==> config.mk <==
export PLATFORM = sky130hd
export DESIGN_NAME = regfile_write_queue_flat
export DESIGN_NICKNAME = d
export VERILOG_FILES = /design/src/rtl/regfile_write_queue_if.sv /design/src/rtl/regfile_write_queue.sv /design/src/flat_wrapper.sv
export SDC_FILE = /design/constraint.sdc
export NUM_CORES = 1
export LEC_CHECK = 0
export CAP_MARGIN = 5
export CORE_MARGIN = 3
export CORE_UTILIZATION = 58
export CTS_CLUSTER_DIAMETER = 40
export DETAILED_ROUTE_END_ITERATION = 16
export PLACE_DENSITY = 0.87
export SLEW_MARGIN = 10
export SYNTH_ARGS = -nofsm -noshare
export SYNTH_HDL_FRONTEND = slang
export SYNTH_SLANG_ARGS = --single-unit
export TNS_END_PERCENT = 1
==> constraint.sdc <==
create_clock -name Clk -period 5.7 [get_ports Clk]
set_input_delay 0.57 -clock Clk [delete_from_list [all_inputs] [get_ports Clk]]
set_output_delay 0.57 -clock Clk [all_outputs]
set_load 0.005 [all_outputs]
==> src/rtl/regfile_write_queue_if.sv <==
// Bus bundle between a result producer/register file and the write-back queue.
// The master side offers results, drives read addresses and register file data;
// the slave side is the queue itself.
interface regfile_write_queue_if #(
  parameter int WIDTH = 32,
  parameter int DEPTH = 4
);
  localparam int CNTW = $clog2(DEPTH) + 1;

  logic             InValid;
  logic             InReady;
  logic [4:0]       InRegister;
  logic [WIDTH-1:0] InData;

  logic             DrainEnable;
  logic             RegWrite;
  logic [4:0]       WriteRegister;
  logic [WIDTH-1:0] WriteData;

  logic [4:0]       ReadRegister1;
  logic [4:0]       ReadRegister2;
  logic [WIDTH-1:0] RfData1;
  logic [WIDTH-1:0] RfData2;
  logic [WIDTH-1:0] Operand1;
  logic [WIDTH-1:0] Operand2;

  logic [CNTW-1:0]  Count;

  modport master (
    output InValid, InRegister, InData, DrainEnable,
           ReadRegister1, ReadRegister2, RfData1, RfData2,
    input  InReady, RegWrite, WriteRegister, WriteData,
           Operand1, Operand2, Count
  );

  modport slave (
    input  InValid, InRegister, InData, DrainEnable,
           ReadRegister1, ReadRegister2, RfData1, RfData2,
    output InReady, RegWrite, WriteRegister, WriteData,
           Operand1, Operand2, Count
  );
endinterface

==> src/rtl/regfile_write_queue.sv <==
// Write-back buffer in front of the 32x32 register file. Results are queued
// in order in a circular buffer and drained one per cycle into the register
// file write port. Both read ports see the youngest queued value for their
// address so consumers never pick up stale register file contents.
module regfile_write_queue #(
  parameter int DEPTH = 4,
  parameter int WIDTH = 32
) (
  input logic                  Clk,
  input logic                  Reset,
  regfile_write_queue_if.slave bus
);
  localparam int PTRW = $clog2(DEPTH);
  localparam int CNTW = PTRW + 1;

  logic [4:0]       regArray  [DEPTH];
  logic [WIDTH-1:0] dataArray [DEPTH];

  logic [PTRW-1:0]  headPtr;
  logic [PTRW-1:0]  tailPtr;
  logic [CNTW-1:0]  count;

  logic             pushEn;
  logic             popEn;
  logic             notEmpty;

  // Handshake, drain and head-entry presentation; $0 pushes are acknowledged but dropped.
  always_comb begin
    notEmpty          = (count != '0);
    bus.InReady       = (count != CNTW'(DEPTH));
    pushEn            = bus.InValid & bus.InReady & (bus.InRegister != 5'd0);
    popEn             = notEmpty & bus.DrainEnable;
    bus.RegWrite      = popEn;
    bus.WriteRegister = regArray[headPtr];
    bus.WriteData     = dataArray[headPtr];
    bus.Count         = count;
  end

  // Pointer and occupancy bookkeeping; reset wins over any push or pop in the same cycle.
  always_ff @(posedge Clk) begin
    if (Reset) begin
      headPtr <= '0;
      tailPtr <= '0;
      count   <= '0;
    end else begin
      if (pushEn) begin
        tailPtr <= tailPtr + PTRW'(1);
      end
      if (popEn) begin
        headPtr <= headPtr + PTRW'(1);
      end
      if (pushEn && !popEn) begin
        count <= count + CNTW'(1);
      end else if (popEn && !pushEn) begin
        count <= count - CNTW'(1);
      end
    end
  end

  // Entry storage; slots outside the live window are never read, so no reset is needed.
  always_ff @(posedge Clk) begin
    if (pushEn) begin
      regArray[tailPtr]  <= bus.InRegister;
      dataArray[tailPtr] <= bus.InData;
    end
  end

  // Scanning oldest to youngest and letting later hits overwrite earlier ones
  // yields the youngest match, same as walking back from tail-1 to head.
  function automatic logic [WIDTH-1:0] forwardValue(
    input logic [4:0]       addr,
    input logic [WIDTH-1:0] rfData
  );
    logic [WIDTH-1:0] result;
    logic [PTRW-1:0]  idx;
    result = rfData;
    for (int i = 0; i < DEPTH; i++) begin
      idx = headPtr + PTRW'(i);
      if ((CNTW'(i) < count) && (regArray[idx] == addr)) begin
        result = dataArray[idx];
      end
    end
    if (addr == 5'd0) begin
      result = '0;
    end
    return result;
  endfunction

  // Operand forwarding for both read ports; the value currently being offered is not visible here.
  always_comb begin
    bus.Operand1 = forwardValue(bus.ReadRegister1, bus.RfData1);
    bus.Operand2 = forwardValue(bus.ReadRegister2, bus.RfData2);
  end
endmodule

==> src/flat_wrapper.sv <==
// flat-port wrapper written by rule: the top's interface ports become plain ports
module regfile_write_queue_flat 
#(
  parameter int DEPTH = 4,
  parameter int WIDTH = 32
)
  (Clk, Reset, bus_InValid, bus_InRegister, bus_InData, bus_DrainEnable, bus_ReadRegister1, bus_ReadRegister2, bus_RfData1, bus_RfData2, bus_InReady, bus_RegWrite, bus_WriteRegister, bus_WriteData, bus_Operand1, bus_Operand2, bus_Count);
  regfile_write_queue_if #(.WIDTH(WIDTH), .DEPTH(DEPTH)) bus_i ();
  input logic Clk;
  input logic Reset;
  input wire logic [$bits(bus_i.InValid)-1:0] bus_InValid;
  input wire logic [$bits(bus_i.InRegister)-1:0] bus_InRegister;
  input wire logic [$bits(bus_i.InData)-1:0] bus_InData;
  input wire logic [$bits(bus_i.DrainEnable)-1:0] bus_DrainEnable;
  input wire logic [$bits(bus_i.ReadRegister1)-1:0] bus_ReadRegister1;
  input wire logic [$bits(bus_i.ReadRegister2)-1:0] bus_ReadRegister2;
  input wire logic [$bits(bus_i.RfData1)-1:0] bus_RfData1;
  input wire logic [$bits(bus_i.RfData2)-1:0] bus_RfData2;
  output wire logic [$bits(bus_i.InReady)-1:0] bus_InReady;
  output wire logic [$bits(bus_i.RegWrite)-1:0] bus_RegWrite;
  output wire logic [$bits(bus_i.WriteRegister)-1:0] bus_WriteRegister;
  output wire logic [$bits(bus_i.WriteData)-1:0] bus_WriteData;
  output wire logic [$bits(bus_i.Operand1)-1:0] bus_Operand1;
  output wire logic [$bits(bus_i.Operand2)-1:0] bus_Operand2;
  output wire logic [$bits(bus_i.Count)-1:0] bus_Count;
  assign bus_i.InValid = bus_InValid;
  assign bus_i.InRegister = bus_InRegister;
  assign bus_i.InData = bus_InData;
  assign bus_i.DrainEnable = bus_DrainEnable;
  assign bus_i.ReadRegister1 = bus_ReadRegister1;
  assign bus_i.ReadRegister2 = bus_ReadRegister2;
  assign bus_i.RfData1 = bus_RfData1;
  assign bus_i.RfData2 = bus_RfData2;
  assign bus_InReady = bus_i.InReady;
  assign bus_RegWrite = bus_i.RegWrite;
  assign bus_WriteRegister = bus_i.WriteRegister;
  assign bus_WriteData = bus_i.WriteData;
  assign bus_Operand1 = bus_i.Operand1;
  assign bus_Operand2 = bus_i.Operand2;
  assign bus_Count = bus_i.Count;
  regfile_write_queue #(.DEPTH(DEPTH), .WIDTH(WIDTH)) u_core (.Clk(Clk), .Reset(Reset), .bus(bus_i));
endmodule
; ---- Word level (Yosys, flattened, before mapping)
; Memory sizes are Yosys's and may differ from the RTL's. A register that Yosys moved wholly into a read port is not among the register bits.
; Index checks and enable logic that the tools add are counted.
[totals]
ramBits = 148
n_memories = 2
in_bits = 115
output_inout_bits = 106
reg_bits = 7
wordCells = 62
[op_classes]
n_addsub = 6
eq_ne = 9
bitwise_logic = 3
n_lt_le_gt_ge = 4
n_mux = 18
reduce_logical = 17
[mem_list]
columns = name, depth, word_bits, rd, rd_ports_with_merged_regs, wr, line_no
row1 = u_core.dataArray, 4, 32, 4, 1, 1, regfile_write_queue.sv:17  ; logic [WIDTH-1:0] dataArray [DEPTH];
row2 = u_core.regArray, 4, 5, 4, 1, 1, regfile_write_queue.sv:16  ; logic [4:0] regArray [DEPTH];
[ops]
columns = operator, count
row1 = two-way mux 32 bit, 10
row2 = equality test 5 bit, 8
row3 = logical AND 1 bit, 10
row4 = zero test 5 bit, 2
row5 = two-way mux 2 bit, 4
row6 = < comparator 1 x 3 -> 1 bit (first input constant), 2
row7 = < comparator 2 x 3 -> 1 bit (first input constant), 2
row8 = two-way mux 3 bit, 2
row9 = nonzero test 5 bit, 1
row10 = adder 2 x 1 -> 2 bit (second input constant), 2
row11 = adder 2 bit (second input constant), 2
row12 = adder 3 x 1 -> 3 bit (second input constant), 1
row13 = bitwise AND 1 bit, 3
row14 = != test 3 bit (second input constant), 1
row15 = nonzero test 3 bit, 1
row16 = subtractor 3 x 1 -> 3 bit (second input constant), 1
row17 = zero test 1 bit, 2
row18 = two-way mux 1 bit, 2
row19 = nonzero test 2 bit, 1

; ---- Depth between registers and ports, before layout
; Gate-level depths: netlist of the first run.
; An unclocked memory read counts as a cell.
[depth]
depth_word = 8
ltp_mapped = 10
ltp_nobuf = 10

; ---- Worst setup path after synthesis of the first run
; OpenSTA, ideal clock, no wires.
[synth_timing]
path_kind = register to output
start = reg u_core.headPtr[0]
end = out bus_Operand2[1]
required_ns = 5.130
t_arrival_ns = 2.324
stages_incl_launch_ff = 10
slack_ns = 2.806
n_path_buf = 3
path_cell_list = dfxtp_1 -> buf_4 -> mux4_2 -> xnor2_1 -> nand4_1 -> or2_2 -> buf_1 -> clkbuf_1 -> o221ai_1 -> a221oi_1
[synth_between]
elab_chain_len = 8
word_cells_on_any_way = 15
cone_classes = add/sub (3) / eq/ne (3) / mux (4) / reduce/logical (3) / memory (2)
[synth_rtl]
columns = item, line_no
row1 = "start, declared", regfile_write_queue.sv:19  ; logic [PTRW-1:0] headPtr;
row2 = "start signal, assigned", regfile_write_queue.sv:50  ; headPtr <= headPtr + PTRW'(1);
row3 = adder 2 x 1 -> 2 bit, regfile_write_queue.sv:78  ; idx = headPtr + PTRW'(i);
row4 = memory (4 x 5 bit), --
row5 = equality test 5 bit, regfile_write_queue.sv:79  ; if ((CNTW'(i) < count) && (regArray[idx] == addr)) begin
row6 = logical AND 1 bit, regfile_write_queue.sv:79
row7 = two-way mux 32 bit (2 in a row), regfile_write_queue.sv:79
row8 = two-way mux 32 bit *, regfile_write_queue.sv:79
row9 = two-way mux 32 bit *, regfile_write_queue.sv:83  ; if (addr == 5'd0) begin
row10 = "end, declared", flat_wrapper.sv:24  ; output wire logic [$bits(bus_i.Operand2)-1:0] bus_Operand2;
; Mark *: on every way between the ends. The rest lies on a longest branch, timed or not.

==> summary.md, run 1 <==
| Metric | Value |
|---|---|
| CP max-delay cell | `dfxtp_2` |
| CTS tree | `yes` |
| Avg Cell Area, Syn | `10.3 µm²` |
| Setup Viol. Count Final | `0` |
| Crit path kind | `reg -> out` |
| Via count | `12270` |
| # hold bufs at CTS | `0` |
| YS warnings | `0` |
| Syn-to-layout area delta | `23.6%` |
| Initial core utilization | `60.2%` |
| Fmax | `193 MHz` |
| Post-Syn Area | `12400 µm²` |
| Most frequent cells in the layout | `220 x clkdlybuf4s50_1, 148 x edfxtp_1, 132 x a21oi_1, 100 x nand2_1, 68 x mux2i_1` |
| First-pass detailed-route iteration total | `8` |
| Avg Vias per Cell | `7.56` |
| TritonCTS Buffers | `17` |
| Power per cell area | `436 nW/µm²` |
| Filler cells | `1373` |
| Synth Instances | `1205` |
| Area occupied by multi-input gates | `a little over 7000 µm²` |
| Cell mode on critical path | `buf_4` |
| Ports | `about 220` |
| DIE HEIGHT | `152 µm` |
| Register Area | `4630 µm²` |
| Outcome | `complete, no violations` |
| Max-cap viol count | `0` |
| Resized cells post-CTS | `0` |
| Post-synth cell types | `34` |
| CTS sink count | `157` |
| Cell Area, Placed | `14700 µm²` |
| First-pass GRT wire length | `between 60000 and 70000 µm` |
| CP Max Fanout | `33` |
| Dpl hpwl | `27800 µm` |
| CP max stage delay | `840 ps` |
| Setup crit start kind | `flop` |
| I/O Buffers | `220` |
| Final wirelength | `44300 µm` |
| Max Slew Vio Count | `0` |
| Hold Crit Class | `reg -> reg` |
| # Post-CTS Setup Buffers | `0` |
| Share of post-route cells with drive strength above 1 | `14.5%` |
| RSZ-0062 raised after global routing | `no` |
| Clock tree buffer depth | `2` |
| Register area share after synthesis | `37.4%` |
| # diodes | `0` |
| Clock Latency Late Sink | `430 ps` |
| Starting DRT DRC Count | `approximately 2100` |
| Syn nets | `1329` |
| Core footprint | `20600 µm²` |
| Setup TNS | `0 ps` |
| Number of global-route vias before repair | `about 12000` |
| Commonest non-fill, non-tap cell in the layout | `clkdlybuf4s50_1` |
| Final hold vios | `0` |
| Max H-tree Level | `4` |
| Largest net degree at the start of global routing | `86` |
| Post-route design area | `15300 µm²` |
| Period utilization | `90.8%` |
| VDD IR max | `462 µV` |
| Leakage power | `roughly 4.6 nW` |
| Req. time, crit path | `5130 ps` |
| Tmin final | `5170 ps` |
| Placer Congestion | `0.927` |
| Nets | `1463` |
| All-Layer GR Usage | `36.5%` |
| Antenna violations before repair | `0` |
| DRC viols | `0` |
| Clk slew on worst S/H paths | `60 ps` |
| Slew @ Worst Pin | `1280 ps` |
| #FFs+latches synth | `157` |
| Crit path DAT | `about 4600 ps` |
| Routed wire per std cell | `approximately 27 µm` |
| CP endpoint kind | `output port` |
| GRT overflow | `0` |
| Die area | `23100 µm²` |
| Cell Rows | `52` |
| DRT antenna net count | `0` |
| Root Buffer | `clkbuf_16` |
| CP Cell Sequence | `mux4_2 > xnor2_2 > buf_4 > and2_1 > buf_4 > a21boi_0 > o221ai_1 > a221oi_2 > clkdlybuf4s50_1` |
| Clock skew | `7.74 ps` |
| Die W | `around 150 µm` |
| Slew HR | `14.8%` |
| Total power | `0.00666 W` |
==> state kept, by name, summed over array words and instances, names as in the netlist, named ones only <==
register	flops
u_core.dataArray	128
u_core.tailPtr	2
u_core.bus.Count	3
u_core.headPtr	2
u_core.regArray	20
==> stage by stage <==
stage	instances	util (%)	setup WS (ps)	hold slack (ps)
final	1622	74.4	525	555
after global routing	1622	74.4	427	630
after CTS	1622	74.4	621	565
after detailed placement	1590	71.3	1080	555
after global placement	1590	71.3	1260	538
after floorplan	1205	-	2810	514
==> report_power, final <==
part	internal, W	switching, W
combinational	0.00160	0.00215
clock	0.000743	0.000462
sequential	0.00144	0.000262
total	0.00379	0.00288
==> area by class of cell <==
cell class              count  share of cell area, %
inverters                   8                  0.196
flip-flops and latches    157                   30.3
clock inverters            11                   1.10
well taps                 270                   2.21
multi-input cells         899                   46.9
repair buffers            256                   16.3
clock buffers              21                   2.95
==> cells by family after synthesis <==
| logic type | Yosys count | share of synthesized area, % |
|---|---|---|
| AO/OA/AOI/OAI | 455 | 26.3 |
| AND/OR/NAND/NOR | 238 | 9.38 |
| flip-flops | 157 | 37.4 |
| multiplexers | 152 | 17.8 |
| buffers and inverters | 149 | 5.04 |
| XOR/XNOR | 45 | 3.19 |
| adder cells (fa/ha/maj) | 9 | 0.910 |
==> cell usage after synthesis <==
library cell,count,area (µm²)
a221oi_1,36,315
nand4_1,8,50.1
xnor2_1,40,350
inv_1,8,30.0
nor2b_1,32,200
or4_1,2,15.0
mux4_2,51,1150
o221ai_1,64,561
mux2i_1,68,681
buf_6,1,11.3
or2_2,2,12.5
buf_4,5,37.5
dfxtp_1,9,180
buf_2,30,150
nor3_2,2,20.0
o22ai_1,64,400
or3_1,4,25.0
mux2_2,33,372
buf_1,8,30.0
a21oi_1,132,661
o21ai_0,35,175
edfxtp_1,148,4440
clkbuf_1,97,364
and4_1,2,17.5
and2_1,38,238
ha_1,9,113
nor3_4,2,32.5
a21boi_0,64,480
nand2_1,100,375
a211oi_1,32,240
a221oi_2,28,420
xor2_1,5,43.8
nor3_1,1,5.00
nor2_1,45,169
==> critical path: cells and delay by family (launching register included) <==
kind            cells  cell delay (ps)
simple gates        1              680
mux                 1              510
compound gates      3              600
buf+inv             3             1350
xor+xnor            1              170
flops               1              840
==> layer usage <==
layer	vias up	GRT usage, %	wire [µm]
met1	5620	45.8	14900
met4	0	20.7	2960
met3	328	9.50	6450
met5	-	0	0
met2	1285	57.7	19900
li1	5037	-	-
==> final timing paths <==
| kind | startpoint | endpoint | slack [ps] | cells past startpoint |
|---|---|---|---|---|
| setup / recovery | flop | bus_Operand2[30] | 530 | 9 |
| hold / removal | u_core.tailPtr[1]$_SDFFE_PP0P_ | u_core.tailPtr[1]$_SDFFE_PP0P_ | 550 | 2 |
| setup reg to reg | u_core.bus.Count[0]$_SDFFE_PP0P_ | u_core.dataArray[2][9]$_DFFE_PP_ | 2750 | 6 |
| hold reg to reg | u_core.tailPtr[1]$_SDFFE_PP0P_ | u_core.tailPtr[1]$_SDFFE_PP0P_ | 550 | 2 |
No activity file was read; power rests on OpenSTA's default activity.
==> inputs of run 2 (changes only) <==
- TNS_END_PERCENT: 1 -> 20
==> results of run 2 <==
The final DEF is identical to that of run 1; final timing and power are the same.
==> inputs of run 3 (changes only) <==
--- a/constraint.sdc
+++ b/constraint.sdc
@@ -3,2 +3,2 @@
 set_output_delay 0.57 -clock Clk [all_outputs]
-set_load 0.005 [all_outputs]
+set_load 0.01 [all_outputs]
==> run 3 against run 2 <==
Net effect:
- sequential share of layout area up 0.26 points
- wire length fell by 4.0%
- power down 1.9%
- sequential cell count is the same
- first-iteration DRC count fell by 11%
- worst setup slack improved by 210 ps
- clock skew about the same
- combinational power rose by 2%
- via count shrank 2.0%
- clock power fell by 13%
- global-route usage down 1.1 points
- highest routed layer is now met5
==> summary.md, run 3 (synthesized netlist as in run 1, its figures left out) <==
| Metric | Value |
|---|---|
| Final wirelength | `42500 µm (-4.0%)` |
| Worst slack at placement | `1300 ps (+218 ps)` |
| Nets | `1461 (-0.14%)` |
| Max H-tree Level | `4 (unchanged)` |
| Clk slew on worst S/H paths | `60 ps (about the same)` |
| Combinational Power Share | `58.4% (+2.1 points)` |
| Req. time, crit path | `5130 ps (about the same)` |
| Setup Viol. Count Final | `0 (unchanged)` |
| Leakage power | `4.53 nW (-1.3%)` |
| Largest net degree at the start of global routing | `97 (+13%)` |
| Final std cells w/o fill | `1619 (-0.18%)` |
| Commonest non-fill, non-tap cell in the layout | `clkdlybuf4s50_1` |
| DRT antenna net count | `0 (unchanged)` |
| Avg Vias per Cell | `7.43 (-1.8%)` |
| GRT overflow | `0 (unchanged)` |
| Starting DRT DRC Count | `1884 (-11%)` |
| # hold bufs at CTS | `0 (unchanged)` |
| Final WS setup | `736 ps (+211 ps)` |
| Antenna violations before repair | `2 (+2)` |
| Routed wire per std cell | `26.2 µm (-3.9%)` |
| Die area | `23100 µm² (unchanged)` |
| Max Slew Vio Count | `0 (unchanged)` |
| Clock tree buffer depth | `2 (unchanged)` |
| Core footprint | `20600 µm² (unchanged)` |
| Psw | `0.00291 W (+1.1%)` |
| RSZ-0062 raised after global routing | `no` |
| Clock Latency Late Sink | `430 ps (about the same)` |
| Slew HR | `18.7% (+3.9 points)` |
| Area occupied by multi-input gates | `7170 µm² (unchanged)` |
| Clock skew | `7.96 ps (+0.223 ps)` |
| Share of post-route cells with drive strength above 1 | `14.2% (-0.34 points)` |
| Die W | `152 µm (unchanged)` |
| Most frequent cells in the layout | `220 x clkdlybuf4s50_1, 148 x edfxtp_1, 132 x a21oi_1, 100 x nand2_1, 68 x mux2i_1` |
| Ports | `221 (unchanged)` |
| Register Area | `4630 µm² (unchanged)` |
| Crit path kind | `reg -> out` |
| TritonCTS Buffers | `17 (unchanged)` |
| CP Max Fanout | `52 (+58%)` |
| Period utilization | `87.1% (-3.7 points)` |
| Number of global-route vias before repair | `11913 (-3.5%)` |
| Total power | `0.00654 W (-1.9%)` |
| All-Layer GR Usage | `35.4% (-1.1 points)` |
| Top reg by flops | `u_core.dataArray` |
| Setup TNS | `0 ps (unchanged)` |
| Power per cell area | `431 nW/µm² (-1.0%)` |
| Max FFs per register | `128 (unchanged)` |
| Initial core utilization | `60.2% (unchanged)` |
| Placed insts | `1588 (-0.13%)` |
| Cell Rows | `52 (unchanged)` |
| Placer Congestion | `0.884 (-4.7%)` |
| Slew @ Worst Pin | `1220 ps (-58.3 ps)` |
| CTS sink count | `157 (unchanged)` |
| CTS tree | `yes` |
| # diodes | `0 (unchanged)` |
| Via count | `12023 (-2.0%)` |
| Cells on worst reg2reg path | `6 (unchanged)` |
| Sw Share | `44.5% (+1.3 points)` |
| Resized cells post-CTS | `0 (unchanged)` |
| # Post-CTS Setup Buffers | `0 (unchanged)` |
| Reg power frac | `25.5% (about the same)` |
| WHS Path Cells | `2 (unchanged)` |
| First-pass GRT wire length | `65300 µm (-3.2%)` |
| Tmin final | `4960 ps (-211 ps)` |
| DIE HEIGHT | `152 µm (unchanged)` |
| Setup crit start kind | `flop` |
| VDD IR max | `410 µV (-11%)` |
| P_int | `0.00363 W (-4.1%)` |
| Filler cells | `1437 (+4.7%)` |
| Fmax | `201 MHz (+4.2%)` |
| I/O Buffers | `220 (unchanged)` |
| Final core occ | `73.7% (-0.62 points)` |
| CP endpoint kind | `output port` |
| Root Buffer | `clkbuf_16` |
| First-pass detailed-route iteration total | `6 (-2)` |
| Final hold vios | `0 (unchanged)` |
| Max-cap viol count | `0 (unchanged)` |
| Dpl hpwl | `27000 µm (-2.8%)` |
| Clock power share | `16.1% (-2.0 points)` |
| Outcome | `complete, no violations` |
| Hold Crit Class | `reg -> reg` |
| DRC viols | `0 (unchanged)` |
| Syn-to-layout area delta | `22.6%` |
| Crit path DAT | `4390 ps (-210 ps)` |
run 3: final timing paths:
kind	from	to	slack, ps
min	u_core.tailPtr[1]$_SDFFE_PP0P_	u_core.tailPtr[1]$_SDFFE_PP0P_	560
max	u_core.headPtr[1]$_SDFFE_PP0P_	bus_Operand2[31]	740
max reg2reg	u_core.bus.Count[1]$_SDFFE_PP0P_	u_core.dataArray[3][8]$_DFFE_PP_	2730
min reg2reg	u_core.tailPtr[1]$_SDFFE_PP0P_	u_core.tailPtr[1]$_SDFFE_PP0P_	560
run 3: through the flow:
step | hold slack, ps | cell area (µm²)
2_1_floorplan | 514 | 12400
3_3_place_gp | 536 | 14600
3_5_place_dp | 545 | 14600
4_1_cts | 553 | 15200
5_1_grt | 575 | 15200
6_report | 559 | 15200
run 3: area by class of cell:
type / count / area share, %
Clock buffer: 19 / 2.86
Clock inverter: 12 / 0.652
Inverter: 8 / 0.198
Multi-Input combinational cell: 899 / 47.3
Sequential cell: 157 / 30.6
Tap cell: 270 / 2.23
Timing Repair Buffer: 254 / 16.2
run 3: per-layer routing:
layer / global-route usage [%] / part of all wire, %
met4: 17.1 / 5.2
met5: 0 / 0.068
met3: 10.6 / 15
met1: 45.1 / 34
met2: 55.5 / 46
run 3: power by group through the flow:
stage / Clock, W / Combinational [W] / Sequential, W
CTS: 0.00105 / 0.00371 / 0.00166
finish: 0.00105 / 0.00382 / 0.00167
global placement: 0 / 0.00359 / 0.00167
detailed placement: 0 / 0.00367 / 0.00169
global route: 0.00110 / 0.00403 / 0.00169
floorplan: 0 / 0.00248 / 0.00153
run 3: critical path, stage by stage, from the launching register on:
cell,delay (ps)
dfxtp_4,500
buf_4,590
mux4_2,640
xnor2_1,180
nand4_1,210
nor3_4,250
buf_4,410
a21oi_1,80
a221oi_1,470
clkdlybuf4s50_1,630
